**config.mk**
```make
export PLATFORM = sky130hd
export DESIGN_NAME = sprite_animator
export DESIGN_NICKNAME = d
export VERILOG_FILES = /design/src/rtl/sprite_pkg.sv /design/src/rtl/sprite_frame_table.sv /design/src/rtl/sprite_animator.sv
export SDC_FILE = /design/constraint.sdc
export NUM_CORES = 1
export LEC_CHECK = 0
export ABC_CLOCK_PERIOD_IN_PS = 2500
export BUFFER_PORTS_ARGS = -buffer_cell sky130_fd_sc_hd__buf_4
export CORE_MARGIN = 10
export CORE_UTILIZATION = 58
export DETAILED_ROUTE_END_ITERATION = 6
export PLACE_DENSITY = 0.81
export SYNTH_ARGS = -nofsm -noshare
export SYNTH_HDL_FRONTEND = slang
export SYNTH_HIERARCHICAL = 1
export SYNTH_SLANG_ARGS = --single-unit
```
**constraint.sdc**
```tcl
create_clock -name clock -period 2.5 [get_ports clock]
set_input_delay 0.25 -clock clock [delete_from_list [all_inputs] [get_ports clock]]
set_output_delay 0.25 -clock clock [all_outputs]
set_load 0.01 [all_outputs]
```
**src/rtl/sprite_pkg.sv**
```systemverilog
// Shared definitions for the sprite animation sequencer: playback mode
// encodings and the tick-divider width.
package sprite_pkg;

  typedef enum logic [1:0] {
    MODE_LOOP     = 2'd0,
    MODE_PINGPONG = 2'd1,
    MODE_ONESHOT  = 2'd2,
    MODE_HOLD     = 2'd3
  } anim_mode_t;

  localparam int DIV_W = 8;

endpackage

```
**src/rtl/sprite_frame_table.sv**
```systemverilog
// Writable FRAMES x (DIM*DIM) bitmap store with one registered read port that
// owns the shape register. Defining SPRITE_MIRROR_EN adds a horizontal flip.
module sprite_frame_table
  import sprite_pkg::*;
#(
  parameter int DIM    = 5,
  parameter int FRAMES = 4,
  parameter int FW     = 2
) (
  input  logic                 clk_i,
  input  logic                 rst_ni,
  input  logic                 wr_en_i,
  input  logic [FW-1:0]        wr_addr_i,
  input  logic [DIM*DIM-1:0]   wr_data_i,
  input  logic [FW-1:0]        rd_idx_i,
`ifdef SPRITE_MIRROR_EN
  input  logic                 mirror_i,
`endif
  output logic [DIM*DIM-1:0]   shape_o
);

  localparam int BITS = DIM * DIM;
  localparam logic [FW:0] FRAMES_C = (FW+1)'(FRAMES);

  logic [BITS-1:0] mem_q [FRAMES];
  logic [BITS-1:0] rd_word;
  logic [BITS-1:0] shape_q, shape_d;

`ifdef SPRITE_MIRROR_EN
  // Column c of every row moves to column DIM-1-c.
  function automatic logic [BITS-1:0] flip_rows(input logic [BITS-1:0] w);
    logic [BITS-1:0] f;
    f = '0;
    for (int r = 0; r < DIM; r++) begin
      for (int c = 0; c < DIM; c++) begin
        f[r*DIM + (DIM-1-c)] = w[r*DIM + c];
      end
    end
    return f;
  endfunction
`endif

  always_ff @(posedge clk_i or negedge rst_ni) begin
    if (!rst_ni) begin
      for (int i = 0; i < FRAMES; i++) begin
        mem_q[i] <= '0;
      end
    end else if (wr_en_i && ({1'b0, wr_addr_i} < FRAMES_C)) begin
      mem_q[wr_addr_i] <= wr_data_i;
    end
  end

  // No write bypass: a same-cycle write to the displayed entry shows next cycle.
  always_comb begin
    rd_word = '0;
    if ({1'b0, rd_idx_i} < FRAMES_C) begin
      rd_word = mem_q[rd_idx_i];
    end
`ifdef SPRITE_MIRROR_EN
    shape_d = mirror_i ? flip_rows(rd_word) : rd_word;
`else
    shape_d = rd_word;
`endif
  end

  always_ff @(posedge clk_i or negedge rst_ni) begin
    if (!rst_ni) begin
      shape_q <= '0;
    end else begin
      shape_q <= shape_d;
    end
  end

  assign shape_o = shape_q;

endmodule

```
**src/rtl/sprite_animator.sv**
```systemverilog
// Sprite animation sequencer: tick divider, frame index / ping-pong direction
// and one-shot done pulse. Optional mirror input under SPRITE_MIRROR_EN.
module sprite_animator
  import sprite_pkg::*;
#(
  parameter int DIM    = 5,
  parameter int FRAMES = 4,
  parameter int DIV    = 1
) (
  input  logic                        clock,
  input  logic                        reset_n,
  input  logic                        tick,
  input  logic                        enable,
  input  logic [1:0]                  mode,
  input  logic [$clog2(FRAMES)-1:0]   last_frame,
  input  logic                        restart,
`ifdef SPRITE_MIRROR_EN
  input  logic                        mirror,
`endif
  input  logic                        wr_en,
  input  logic [$clog2(FRAMES)-1:0]   wr_addr,
  input  logic [DIM*DIM-1:0]          wr_data,
  output logic [DIM*DIM-1:0]          shape,
  output logic [$clog2(FRAMES)-1:0]   frame_idx,
  output logic                        done
);

  localparam int FW = $clog2(FRAMES);
  localparam logic [FW-1:0]    IDX_MAX  = FW'(FRAMES - 1);
  localparam logic [DIV_W-1:0] DIV_LAST = DIV_W'(DIV - 1);

  logic [FW-1:0]    idx_q, idx_d;
  logic             dir_q, dir_d;
  logic [DIV_W-1:0] div_q, div_d;
  logic             done_q, done_d;

  anim_mode_t    mode_e;
  logic [FW-1:0] last_eff;
  logic          count_en;
  logic          advance;

  assign mode_e   = anim_mode_t'(mode);
  assign last_eff = (last_frame > IDX_MAX) ? IDX_MAX : last_frame;
  assign count_en = tick & enable & (mode_e != MODE_HOLD);
  assign advance  = count_en & (div_q == DIV_LAST);

  always_ff @(posedge clock or negedge reset_n) begin
    if (!reset_n) begin
      idx_q  <= '0;
      dir_q  <= 1'b1;
      div_q  <= '0;
      done_q <= 1'b0;
    end else begin
      idx_q  <= idx_d;
      dir_q  <= dir_d;
      div_q  <= div_d;
      done_q <= done_d;
    end
  end

  always_comb begin
    idx_d  = idx_q;
    dir_d  = dir_q;
    div_d  = div_q;
    done_d = 1'b0;
    if (restart) begin
      idx_d = '0;
      dir_d = 1'b1;
      div_d = '0;
    end else begin
      if (count_en) begin
        div_d = advance ? '0 : div_q + 1'b1;
      end
      if (advance) begin
        // An index stranded above a lowered last_frame restarts from 0.
        if (idx_q > last_eff) begin
          idx_d = '0;
          dir_d = 1'b1;
        end else begin
          case (mode_e)
            MODE_LOOP: begin
              idx_d = (idx_q == last_eff) ? '0 : idx_q + 1'b1;
            end
            MODE_PINGPONG: begin
              if (last_eff == '0) begin
                idx_d = '0;
              end else if (dir_q) begin
                if (idx_q == last_eff) begin
                  idx_d = idx_q - 1'b1;
                  dir_d = 1'b0;
                end else begin
                  idx_d = idx_q + 1'b1;
                end
              end else begin
                if (idx_q == '0) begin
                  idx_d = FW'(1);
                  dir_d = 1'b1;
                end else begin
                  idx_d = idx_q - 1'b1;
                end
              end
            end
            MODE_ONESHOT: begin
              if (idx_q < last_eff) begin
                idx_d = idx_q + 1'b1;
              end
            end
            default: begin
              idx_d = idx_q;
            end
          endcase
          done_d = (mode_e == MODE_ONESHOT) && (idx_d == last_eff) && (idx_q != last_eff);
        end
      end
    end
  end

  sprite_frame_table #(
    .DIM    (DIM),
    .FRAMES (FRAMES),
    .FW     (FW)
  ) u_table (
    .clk_i     (clock),
    .rst_ni    (reset_n),
    .wr_en_i   (wr_en),
    .wr_addr_i (wr_addr),
    .wr_data_i (wr_data),
    .rd_idx_i  (idx_q),
`ifdef SPRITE_MIRROR_EN
    .mirror_i  (mirror),
`endif
    .shape_o   (shape)
  );

  assign frame_idx = idx_q;
  assign done      = done_q;

endmodule

```
Word-level counts from Yosys, hierarchy flattened
Cells that the tools add are included.
{"block": "totals", "reg_bits": 137, "inputBits": 37, "output_inout_bits": 28}
{"block": "classes", "add_sub_neg": 3, "n_lt_le_gt_ge": 6, "eq_ne": 7, "n_mux": 34, "n_bitwise": 5, "reduce_logical": 11}
{"operator": "bitwise mux 100 bit", "count": 1}
{"operator": "two-way mux 25 bit", "count": 3}
{"operator": "binary-select mux 25 bit (select 2 bit)", "count": 1}
{"operator": "demux 25 bit (select 2 bit)", "count": 1}
{"operator": "two-way mux 2 bit", "count": 13}
{"operator": "two-way mux 8 bit", "count": 3}
{"operator": "two-way mux 1 bit", "count": 11}
{"operator": "adder 8 x 1 -> 8 bit (second input constant)", "count": 1}
{"operator": "zero test 8 bit", "count": 1}
{"operator": "greater-or-equal comparator 3 bit (second input constant)", "count": 2}
{"operator": "zero test 2 bit", "count": 3}
{"operator": "NOT 2 -> 3 bit", "count": 2}
{"operator": "one-hot mux 2 bit (3 select lines)", "count": 1}
{"operator": "equality test 2 bit", "count": 2}
{"operator": "nonzero test 2 bit", "count": 2}
{"operator": "bitwise AND 1 bit", "count": 3}
{"operator": "logical AND 1 bit", "count": 3}
{"operator": "less-than comparator 3 x 1 -> 1 bit (second input constant)", "count": 1}
{"operator": "!= test 3 bit (second input constant)", "count": 1}
{"operator": "AND reduction 3 bit", "count": 1}
{"operator": "nonzero test 3 bit", "count": 1}
{"operator": "adder 2 x 1 -> 2 bit (second input constant)", "count": 1}
{"operator": "equality test 2 x 1 -> 1 bit (second input constant)", "count": 1}
{"operator": "equality test 2 bit (second input constant)", "count": 1}
{"operator": "6 further kinds", "count": 6}

Depth between registers and ports, before layout
{"block": "logic_depth", "depth_word": 16, "mapped_depth": 7}

By module
The synthesis kept the hierarchy.
{"module": "sprite_frame_table", "instances": 1, "cells_each": 268, "area_each_um2": 4979.8, "seq_area_each_um2": 3128.0}
{"module": "sprite_animator", "instances": 1, "cells_each": 104, "area_each_um2": 904.6, "seq_area_each_um2": 301.5}

Worst setup path before layout
No wires, ideal clock.
{"block": "synth_timing", "kind": "flip-flop to flip-flop", "from": "register idx_q[1] (netlist: frame_idx[1])", "to": "register done_q (netlist: done)", "setup_ns": 0.094, "t_arrival_ns": 2.133, "t_required_ns": 2.406, "setup_slack_ns": 0.273, "path_stages_with_launch": 7, "synth_period_minus_slack_ns": 2.227, "path_cell_list": "dfrtp_1 -> ha_1 -> nor2b_4 -> or3_4 -> and3_4 -> or4_1 -> a211oi_1"}
{"block": "synth_between", "elab_chain_cells": 14, "elab_cells_between_ends": 23}
{"element": "start: declaration", "line": "sprite_animator.sv:32", "source": "logic [FW-1:0] idx_q, idx_d;"}
{"element": "start signal: assignment", "line": "sprite_animator.sv:54", "source": "idx_q <= idx_d;"}
{"element": "subtractor 2 x 1 -> 2 bit, or another cell as far along", "line": "sprite_animator.sv:89, sprite_animator.sv:99"}
{"element": "two-way mux 2 bit, on equally long branches", "line": "sprite_animator.sv:95, sprite_animator.sv:88"}
{"element": "two-way mux 2 bit", "line": "sprite_animator.sv:87", "source": "end else if (dir_q) begin"}
{"element": "two-way mux 2 bit", "line": "sprite_animator.sv:85", "source": "if (last_eff == '0) begin"}
{"element": "one-hot mux 2 bit (3 select lines)", "line": "sprite_animator.sv:80", "source": "case (mode_e)"}
{"element": "two-way mux 2 bit", "line": "sprite_animator.sv:76", "source": "if (idx_q > last_eff) begin"}
{"element": "two-way mux 2 bit", "line": "sprite_animator.sv:74", "source": "if (advance) begin"}
{"element": "two-way mux 2 bit", "line": "sprite_animator.sv:66", "source": "if (restart) begin"}
{"element": "equality test 2 bit", "line": "sprite_animator.sv:112", "source": "done_d = (mode_e == MODE_ONESHOT) && (idx_d == last_eff) && (idx_q != last_eff);"}
{"element": "logical AND 1 bit (2 in a row)", "line": "sprite_animator.sv:112"}
{"element": "two-way mux 1 bit *", "line": "sprite_animator.sv:76"}
{"element": "two-way mux 1 bit *", "line": "sprite_animator.sv:74"}
{"element": "two-way mux 1 bit *", "line": "sprite_animator.sv:66"}
{"element": "net done_d", "line": "sprite_animator.sv:35", "source": "logic done_q, done_d;"}
{"element": "end signal: assignment", "line": "sprite_animator.sv:57", "source": "done_q <= done_d;"}
{"element": "end: declaration", "line": "sprite_animator.sv:35"}
The timed path passes the listed nets; every way through them passes the cells marked *. The select of a mux whose other input is x is not followed.
A chain may end at the register's enable or synchronous reset.

Final worst setup path
Same ends and word-level chain as after synthesis.

==> summary.txt <==
Global route
  – Total Routing Usage GR: 18.4%
  – Vias in the first global route: 3953
  – First-pass GRT wire length: 20.9 mm
  – Largest net degree at the start of global routing: 63
  – Initial antenna violation count: 0
  – Aggregate global routing overflow: 0

Timing
  – Worst slew pin tran: 764 ps
  – RSZ-0062 raised after global routing: no
  – Slew HR: 49.0%
  – Clock Skew: 5.43 ps
  – Setup_tns: 0 ps
  – Final Max Tran Viols: 0
  – Fmax: 0.430 GHz
  – Final period utilization: 93.0%
  – Final hold vios: 0
  – Post-layout minimum cycle time: 2330 ps
  – Final setup violation count: 0

Setup path
  – Critical-path top delay cell: or4_1
  – Cell family contributing the most delay on the critical path: buffers and inverters
  – Crit-path cells: buf_4, inv_1, ha_1, xnor2_1, a211oi_1, or4_1, a211oi_1
  – Critical Path Max Stage Delay: 470 ps
  – Crit path kind: reg2reg
  – R2R Path Start: frame_idx[1]
  – CP Capture Type: flip-flop
  – CP arrival: 2740 ps
  – Buf/Inv on CP: 2
  – Data required, critical path: 2920 ps
  – Crit-path max FO: 31
  – R2R Setup Slk: 170 ps
  – CP most frequent cell: a211oi_1
  – Reg2reg end: done
  – Worst Setup Start Kind: flip-flop
  – Cells on worst reg2reg path: 7

Routing
  – Met1 wire length: 5.26 mm
  – Final wirelength: 12.8 mm
  – WL met2: 6.67 mm
  – DRC violations left: 0
  – Via Count: 3550
  – Vias per cell: 5.73
  – Met3 wire length: 675 um
  – Top Metal Used: met4
  – Initial DRC Count: 201
  – Routed wire per std cell: 20.7 um
  – Routed Antenna Nets: 0
  – Detailed Routing Iterations Pass 1: 4

Floorplan
  – Die ar.: 0.0146 mm2
  – Num ports: 65
  – Core ar.: 0.00982 mm2
  – Die H: 121 um
  – Initial Utilization: 59.9%
  – Site Rows: 36
  – Die width: 121 um

Finish
  – N_diodes: 0
  – Core Util, Final: 75.4%
  – Synth-to-Final Area Change: 25.9%
  – Nets: 517
  – Multi-input gate area: 0.00230 mm2
  – Reg area: 0.00343 mm2
  – Share of cells above drive strength 1: 49.1%
  – Layout filler cell count: 570

Synthesis
  – Netlist cell types: 45
  – Mapped Nets: 415
  – Syn Std Cell Area: 0.00588 mm2
  – Most common flop cell mapped by yosys: dfrtp_1
  – Asr flop ratio synth: 100%
  – Syn Area/Cell: 15.8 um2
  – EDFF count, synth: 0
  – Synthesized flop and latch total: 137
  – Gate Count Post-Synth: 372
  – Yosys warnings: 6
  – Register area share after synthesis: 58.3%

Power and ir drop
  – Leak: 3.22 nW
  – Pwr per Cell Area: 884 mW/mm2
  – Total power: 6.55 mW
  – Peak VDD IR: 0.474 mV

Min path
  – Hold Startpoint: last_frame[1]
  – Endpoint, Worst Hold: done
  – Hold Crit Class: in2reg
  – Worst Hold Depth: 3

CTS
  – Setup bufs post-CTS: 0
  – Clk Latency, worst-skew pair: 520 ps
  – CTS tree: yes
  – Clk buf depth: 2
  – Reg clk slew, reported paths: 60 ps
  – Num Clock Sinks: 137
  – Hold buffers post-CTS: 27
  – Post-CTS Resized: 0
  – CTS Root Buffer Type: clkbuf_8
  – Total CTS buffers: 17
  – H-tree Lvls: 4

Run
  – Max Cap Viol: 0

Place
  – DPL Wire Length: 7.22 mm
  – Placer Congestion: 0.936
  – Port bufs: 64

Outcome
  – Status: finished, final reports clean
cells in the final DEF (no fill, tap or decap), types with 2 or more instances in the layout:
| master | Yosys | final |
|---|---|---|
| clkbuf_8 | 0 | 6 |
| clkbuf_16 | 0 | 16 |
| xor2_1 | 3 | 3 |
| inv_1 | 7 | 7 |
| ha_1 | 6 | 6 |
| nand3_1 | 7 | 7 |
| o21ai_0 | 4 | 4 |
| xnor2_1 | 4 | 4 |
| dlygate4sd3_1 | 0 | 27 |
| or3_1 | 2 | 2 |
| a22o_1 | 2 | 2 |
| a21oi_1 | 9 | 9 |
| clkbuf_1 | 1 | 3 |
| bufinv_16 | 0 | 5 |
| mux4_2 | 25 | 25 |
| a211oi_1 | 3 | 3 |
| buf_4 | 2 | 70 |
| or2_2 | 2 | 2 |
| mux2_2 | 100 | 100 |
| nor2_1 | 6 | 6 |
| nand3b_2 | 2 | 2 |
| dfrtp_1 | 136 | 135 |
| nor3_1 | 4 | 4 |
| nand2_1 | 10 | 10 |
| clkinv_2 | 0 | 2 |
| or4_1 | 2 | 2 |
| o2111ai_1 | 2 | 2 |
sequential cells by signal, summed over array words and instances (netlist names):
register and cells:
dir_q 1, u_table/shape_o 25, div_q 8, u_table/mem_q 100, frame_idx 2, done 1
cells by family after synthesis:
logic type      synth area share [%]
flops                           58.3
fa+ha+maj                       1.28
xor+xnor                        1.04
buf+inv                         2.59
simple gates                    5.12
mux                             28.9
compound gates                  2.79
worst max-delay path by stage:
| stage | startpoint | to | slack [ps] | depth (start not counted) |
|---|---|---|---|---|
| floorplan | frame_idx[1] | done | 270 | 6 |
| global placement | frame_idx[1] | done | 290 | 7 |
| detailed placement | frame_idx[1] | done | 230 | 7 |
| CTS | frame_idx[1] | done | 150 | 7 |
| global route | frame_idx[1] | done | 20 | 7 |
| finish | frame_idx[1] | done | 170 | 7 |
per-layer routing:
metal,global-route usage [%],up-vias
li1,-,1587
met1,21.1,1842
met2,31.8,100
met3,5.86,21
met4,6.64,0
met5,0,-
synth_stat cells, types with 3 or more instances:
master / n / area, um2
nand3_1: 7 / 35.0
ha_1: 6 / 75.1
o21ai_0: 4 / 20.0
a21oi_1: 9 / 45.0
xor2_1: 3 / 26.3
nor3_1: 4 / 20.0
buf_2: 5 / 25.0
dfrtp_1: 136 / 3400
inv_1: 7 / 26.3
xnor2_1: 4 / 35.0
buf_6: 7 / 78.8
nor2_1: 6 / 22.5
mux2_2: 100 / 1130
a211oi_1: 3 / 22.5
mux4_2: 25 / 563
nand2_1: 10 / 37.5
where the power goes:
part | switching (mW) | total [mW] | internal (mW) | leakage (nW)
Clock | 0.882 | 2.74 | 1.85 | 0.322
Combinational | 0.387 | 0.976 | 0.589 | 1.26
Sequential | 0.211 | 2.83 | 2.62 | 1.64
Total | 1.48 | 6.55 | 5.07 | 3.22
final cells by class:
| class | instances | share of cell area, % |
|---|---|---|
| Tap cell | 133 | 2.25 |
| Clock inverter | 7 | 2.16 |
| Multi-Input combinational cell | 212 | 31.1 |
| Inverter | 7 | 0.355 |
| Sequential cell | 137 | 46.3 |
| Clock buffer | 25 | 6.67 |
| Timing Repair Buffer | 99 | 11.2 |
per-stage QoR:
stage | setup slack (ps) | cell area (um2) | hold WS, ps | instances
after floorplan | 273 | 5880 | -45.6 | 372
after detailed placement | 226 | 6480 | 269 | 561
after CTS | 151 | 7410 | 13.9 | 620
after global routing | 17.3 | 7410 | 24.1 | 620
final | 174 | 7410 | 29.3 | 620
after global placement | 291 | 6480 | 260 | 561
worst reg2reg max path, cell delays in order, from the launching register on:
cell and delay [ps]:
dfrtp_1 350, buf_4 410, inv_1 100, ha_1 330, xnor2_1 180, a211oi_1 130
or4_1 470, a211oi_1 260
Power figures use the tool's default switching activity.
